[src/rtl/mic_volume_meter_pkg.sv]
// Shared widths, default quantizer settings and display helpers for the mic volume path.
package mic_pkg;

  localparam int unsigned MIC_BITS   = 12;
  localparam int unsigned LEVEL_BITS = 4;
  localparam int unsigned LED_COUNT  = 16;

  localparam logic [MIC_BITS-1:0] DEFAULT_BASELINE = 12'd2048;
  localparam int unsigned         DEFAULT_SHIFT    = 7;

  // Thermometer bar: LED i lights while i is below the level, so led[15] stays dark.
  function automatic logic [LED_COUNT-1:0] thermo16(input logic [LEVEL_BITS-1:0] lvl);
    logic [LED_COUNT-1:0] bar;
    bar = 16'h0000;
    for (int i = 0; i < LED_COUNT; i++) begin
      bar[i] = (i < int'(lvl));
    end
    return bar;
  endfunction

  // Subtraction only happens above the baseline, so the 12-bit difference never wraps.
  function automatic logic [LEVEL_BITS-1:0] quant_level(input logic [MIC_BITS-1:0] p,
                                                        input logic [MIC_BITS-1:0] base,
                                                        input int unsigned         shift);
    logic [MIC_BITS-1:0] q;
    q = 12'd0;
    if (p > base) begin
      q = (p - base) >> shift;
      if (q > 12'd15) begin
        quant_level = 4'd15;
      end else begin
        quant_level = q[LEVEL_BITS-1:0];
      end
    end else begin
      quant_level = 4'd0;
    end
  endfunction

endpackage

[src/rtl/mic_volume_meter_if.sv]
// Volume result bus from the meter to the display stages.
interface mic_volume_meter_if;
  import mic_pkg::*;

  logic [LEVEL_BITS-1:0] level;
  logic                  level_valid;
  logic [LED_COUNT-1:0]  led;

  modport master (output level, output level_valid, output led);
  modport slave  (input level, input level_valid, input led);
endinterface

[src/rtl/mic_volume_meter_edge_sync_pulse.sv]
// Three-flop synchronizer with a registered rising-edge one-shot for slow divided clocks.
module edge_sync_pulse (
  input  logic basys_clock,
  input  logic reset,
  input  logic async_in,
  output logic pulse
);

  logic s0_r;
  logic s1_r;
  logic s2_r;
  logic pulse_r;

  // Synchronizer chain and one-shot; a held-high input yields a single pulse.
  always_ff @(posedge basys_clock) begin
    if (reset) begin
      s0_r    <= 1'b0;
      s1_r    <= 1'b0;
      s2_r    <= 1'b0;
      pulse_r <= 1'b0;
    end else begin
      s0_r    <= async_in;
      s1_r    <= s0_r;
      s2_r    <= s1_r;
      pulse_r <= s1_r & ~s2_r;
    end
  end

  assign pulse = pulse_r;

endmodule

[src/rtl/mic_volume_meter.sv]
// Windowed peak detector on 20 kHz mic samples, publishing a 4-bit level and LED bar per window.
module mic_volume_meter
  import mic_pkg::*;
#(
  parameter int unsigned         WINDOW   = 4000,
  parameter logic [MIC_BITS-1:0] BASELINE = DEFAULT_BASELINE,
  parameter int unsigned         SHIFT    = DEFAULT_SHIFT
) (
  input  logic                basys_clock,
  input  logic                reset,
  input  logic                sample_clk,
  input  logic [MIC_BITS-1:0] mic_in,
  output logic                sample_tick,
  mic_volume_meter_if.master  meter
);

  localparam logic [15:0] LAST_COUNT = 16'(WINDOW - 1);

  logic                  sample_tick_s;
  logic [MIC_BITS-1:0]   peak_r;
  logic [15:0]           count_r;
  logic [LEVEL_BITS-1:0] level_r;
  logic                  level_valid_r;
  logic [LED_COUNT-1:0]  led_r;

  logic [MIC_BITS-1:0]   peak_max_s;
  logic                  window_end_s;
  logic [LEVEL_BITS-1:0] quant_s;

  edge_sync_pulse u_sync (
    .basys_clock (basys_clock),
    .reset       (reset),
    .async_in    (sample_clk),
    .pulse       (sample_tick_s)
  );

  // Running peak including the current sample, and its quantized level.
  always_comb begin
    peak_max_s   = peak_r;
    window_end_s = (count_r == LAST_COUNT);
    if (mic_in > peak_r) begin
      peak_max_s = mic_in;
    end else begin
      peak_max_s = peak_r;
    end
    quant_s = quant_level(peak_max_s, BASELINE, SHIFT);
  end

  // Sample capture and window close; state only moves on tick cycles.
  always_ff @(posedge basys_clock) begin
    if (reset) begin
      peak_r        <= 12'd0;
      count_r       <= 16'd0;
      level_r       <= 4'd0;
      level_valid_r <= 1'b0;
      led_r         <= 16'h0000;
    end else begin
      level_valid_r <= 1'b0;
      if (sample_tick_s) begin
        if (window_end_s) begin
          level_r       <= quant_s;
          led_r         <= thermo16(quant_s);
          level_valid_r <= 1'b1;
          peak_r        <= 12'd0;
          count_r       <= 16'd0;
        end else begin
          peak_r  <= peak_max_s;
          count_r <= count_r + 16'd1;
        end
      end
    end
  end

  assign sample_tick       = sample_tick_s;
  assign meter.level       = level_r;
  assign meter.level_valid = level_valid_r;
  assign meter.led         = led_r;

endmodule

[src/flat_wrapper.sv]
// flat-port wrapper written by rule: the top's interface ports become plain ports
module mic_volume_meter_flat import mic_pkg::*;
#(
  parameter int unsigned         WINDOW   = 4000,
  parameter logic [MIC_BITS-1:0] BASELINE = DEFAULT_BASELINE,
  parameter int unsigned         SHIFT    = DEFAULT_SHIFT
)
  (basys_clock, reset, sample_clk, mic_in, sample_tick, meter_level, meter_level_valid, meter_led);
  mic_volume_meter_if meter_i ();
  input  logic basys_clock;
  input  logic reset;
  input  logic sample_clk;
  input  logic [MIC_BITS-1:0] mic_in;
  output logic sample_tick;
  output wire logic [$bits(meter_i.level)-1:0] meter_level;
  output wire logic [$bits(meter_i.level_valid)-1:0] meter_level_valid;
  output wire logic [$bits(meter_i.led)-1:0] meter_led;
  assign meter_level = meter_i.level;
  assign meter_level_valid = meter_i.level_valid;
  assign meter_led = meter_i.led;
  mic_volume_meter #(.WINDOW(WINDOW), .BASELINE(BASELINE), .SHIFT(SHIFT)) u_core (.basys_clock(basys_clock), .reset(reset), .sample_clk(sample_clk), .mic_in(mic_in), .sample_tick(sample_tick), .meter(meter_i));
endmodule
[config.mk]
export PLATFORM = sky130hd
export DESIGN_NAME = mic_volume_meter_flat
export DESIGN_NICKNAME = d
export VERILOG_FILES = /design/src/rtl/mic_volume_meter_pkg.sv /design/src/rtl/mic_volume_meter_if.sv /design/src/rtl/mic_volume_meter_edge_sync_pulse.sv /design/src/rtl/mic_volume_meter.sv /design/src/flat_wrapper.sv
export SDC_FILE = /design/constraint.sdc
export NUM_CORES = 1
export LEC_CHECK = 0
export ABC_AREA = 1
export CAP_MARGIN = 30
export CORE_MARGIN = 4
export CORE_UTILIZATION = 54
export DETAILED_ROUTE_END_ITERATION = 12
export HOLD_SLACK_MARGIN = 0.08
export PLACE_DENSITY = 0.88
export SYNTH_ARGS = -nofsm -noshare
export SYNTH_HDL_FRONTEND = slang
export SYNTH_SLANG_ARGS = --single-unit
[constraint.sdc]
create_clock -name basys_clock -period 3.15 [get_ports basys_clock]
set_clock_uncertainty 0.15 [all_clocks]
set_input_delay 0.63 -clock basys_clock [delete_from_list [all_inputs] [get_ports basys_clock]]
set_output_delay 0.63 -clock basys_clock [all_outputs]
set_load 0.02 [all_outputs]
==> impl_metrics.toml <==
[floorplanning]
core_sq_um = 4500
ios = 37
die_w_um = 77.3
num_rows = 24
start_util = 0.576
dieArea_sq_um = 5970
die_h_um = 77.3

[worst_setup_path]
cp_max_fo = 13
cp_slowest_stage_delay_ns = 0.43
start_kind = "input port"
end_kind = "flop"
cp.required_ns = 3.20
reg2reg_depth = 15
critPathTopFamily = "simple AND/OR/NAND/NOR gates"
cp.depth = 15
crit_path_frequent_cell = "nand2_1"
crit_type = "input port to flop"
crit_buf_inv = 2
cp_slowest_cell = "clkdlybuf4s50_1"
arrival_ns = 2.89
path_cells = "clkdlybuf4s50_1, ha_1, nand4_1, nor3_2, nand2_1, nand2_2, nand2_1, nand2_1, nand2_1, nor2_1, nand3_2, nand2_1, inv_2, nand3_1, nand3_1"

[sta]
worstMarginPinSlew_ns = 0.904
setup_tns_ns = 0
finalCritPeriodShare = 0.903
fmax_mhz = 352
relSlewSlack = 0.395
rsz0062_at_grt = "false"
setup_violations = 0
finalWorstSetupSlack_ns = 0.307
period_minus_slack_ns = 2.84
fin_hold_ws_ns = 0.255
slew_violations = 0
final_hold_viol_count = 0

[synth]
yosys.area_share.xor_xnor = 0.00338
synth_nets = 390
syn-cell-area_sq_um = 2590
synth_warnings = 0
yosys.area_share.adder = 0.0627
synth_ff_type = "dfxtp_1"
synthMuxAreaShare = 0
seq_area_frac_synth = 0.394
synth.avg_cell_area_sq_um = 7.16
synth_seq_cells = 51
yosys.area_share.simple = 0.337
ys_types = 34
syn_inst = 362
synth_edf_count = 0
synth_top_family_by_area = "simple AND/OR/NAND/NOR gates"
postSynth.asyncResetShare = 0
synth_compound_area_frac = 0.106

[cells_and_area]
final_nets = 426
antennaDiodeCount = 0
area_delta_synth_final_pct = 18.1
utilization = 0.680
final_area_sq_um = 3060
drive_gt1_frac = 0.118

[outcome]
outcome = "completed"

[routing]
vias_per_cell = 5.25
drc = 0
vias = 2368
dr.pass1.iters = 4
wl_per_cell_um = 12.8
finalWirelength_um = 5770
first_iter_violations = 193
antenna_left = 0

[clocking]
cts_root_buffer = "clkbuf_8"
cts_tree = "yes"
insertion_delay_ns = 0.31
clk_pin_slew_ns = 0.09
cts_max_level = 2
holdBufCountCts = 0
cts_made_buffers = 5
cts_max_path_buffers = 2
ctsResizeCount = 0
post-cts-setup-buffers = 0
cts.sinks = 51

[global_routing]
antenna_found_initial = 0
grt_max_degree = 27
grt_use_total = 0.203
grt-ovfl-total = 0
grt_pass1_wl_um = 9980
grt_pass1_vias = 2318

[placed_design]
port_buffers = 35
gp_congestion = 0.808
pre_cts_slack_ns = 0.0123
place_area_sq_um = 2980
dp_hpwl_um = 4340

[min_path]
hold_path_depth = 1
hp-class = "flop to flop"

[run]
cap_violations = 0

[pwr]
p_per_area_nw_per_um2 = 390
static-leakage-power_nw = 1.28
irDropWorstVdd_uv = 339
-- synthesized netlist by cell type, types with 2 or more instances --
library cell,number,area (sq um)
nand2_1,109,409
dfxtp_1,51,1020
inv_1,42,158
a21oi_1,30,150
nor2_1,20,75.1
nand3_1,16,80.1
ha_1,13,163
nand2_2,12,75.1
nand3b_1,8,60.1
inv_2,6,22.5
nor3_1,6,30.0
o21ai_0,6,30.0
clkbuf_1,5,18.8
nor2_2,4,25.0
nor3_2,4,40.0
o21ai_1,4,20.0
nand4_1,3,18.8
o21ai_2,3,26.3
buf_2,2,10.0
buf_4,2,15.0
buf_6,2,22.5
nand3_2,2,20.0
-- layer usage --
layer / up-vias / global-route usage / part of all wire
met2: 63 / 0.364 / 0.50
met1: 1076 / 0.239 / 0.44
met5: - / 0 / 0
met4: 0 / 0.0658 / 0.012
met3: 8 / 0.0422 / 0.045
li1: 1221 / - / -
-- placed cells by master, fill, tap and decap left out, drive strengths merged, types with 3 or more instances in the layout --
cell	Yosys	routed
buf	6	5
nor3	10	10
ha	13	13
a21oi	30	30
clkinv	0	3
inv	48	48
nand4	4	4
nand3b	8	8
nand2	122	122
nand3	18	18
clkbuf	5	5
nor2	25	25
dfxtp	51	51
clkdlybuf4s50	0	35
o21ai	13	13
-- power breakdown --
| part | total, mW | internal (mW) | switching [mW] |
|---|---|---|---|
| combinational | 0.177 | 0.0664 | 0.110 |
| sequential | 0.654 | 0.650 | 0.00348 |
| clock | 0.365 | 0.152 | 0.213 |
| total | 1.20 | 0.869 | 0.327 |
-- cells by family (layout without fill, tap and decap cells) --
family,Yosys count,after routing
simple gates,188,188
buf+inv,59,96
flops,51,51
other cells,1,1
xor+xnor,1,1
fa+ha+maj,13,13
compound gates,49,49
-- through the flow --
step           power, mW  std cells
2_1_floorplan      0.795        362
3_3_place_gp       0.837        443
3_5_place_dp       0.843        443
4_1_cts             1.20        451
5_1_grt             1.25        451
6_report            1.20        451
-- area by class of cell --
type | instances | area, sq um
inverter | 48 | 180
sequential | 51 | 1020
multi-input combinational | 252 | 1330
clock inverter | 3 | 15.0
clock buffer | 5 | 68.8
fill | 380 | 1440
tap | 52 | 65.1
timing repair buffer | 40 | 388
-- final timing paths --
kind / slack (ns) / endpoint / startpoint
worst max-delay path: 0.31 / u_core.meter.led[0]$_SDFFE_PP0P_ / mic_in[7]
worst min-delay path: 0.25 / u_core.u_sync.pulse$_SDFF_PP0_ / u_core.u_sync.s2_r$_SDFF_PP0_
worst max register to register: 0.66 / u_core.meter.led[0]$_SDFFE_PP0P_ / u_core.peak_r[7]$_SDFFE_PP0P_
worst min register to register: 0.25 / u_core.u_sync.pulse$_SDFF_PP0_ / u_core.u_sync.s2_r$_SDFF_PP0_
-- flip-flops by register name (all words and copies together) (netlist names) --
name,count
u_core.u_sync.pulse,1
u_core.peak_r,12
u_core.count_r,16
u_core.meter.led,15
u_core.meter.level,3
u_core.u_sync.s2_r,1
u_core.u_sync.s1_r,1
u_core.u_sync.s0_r,1
u_core.meter.level_valid,1
(Power assumes the default switching activity.)
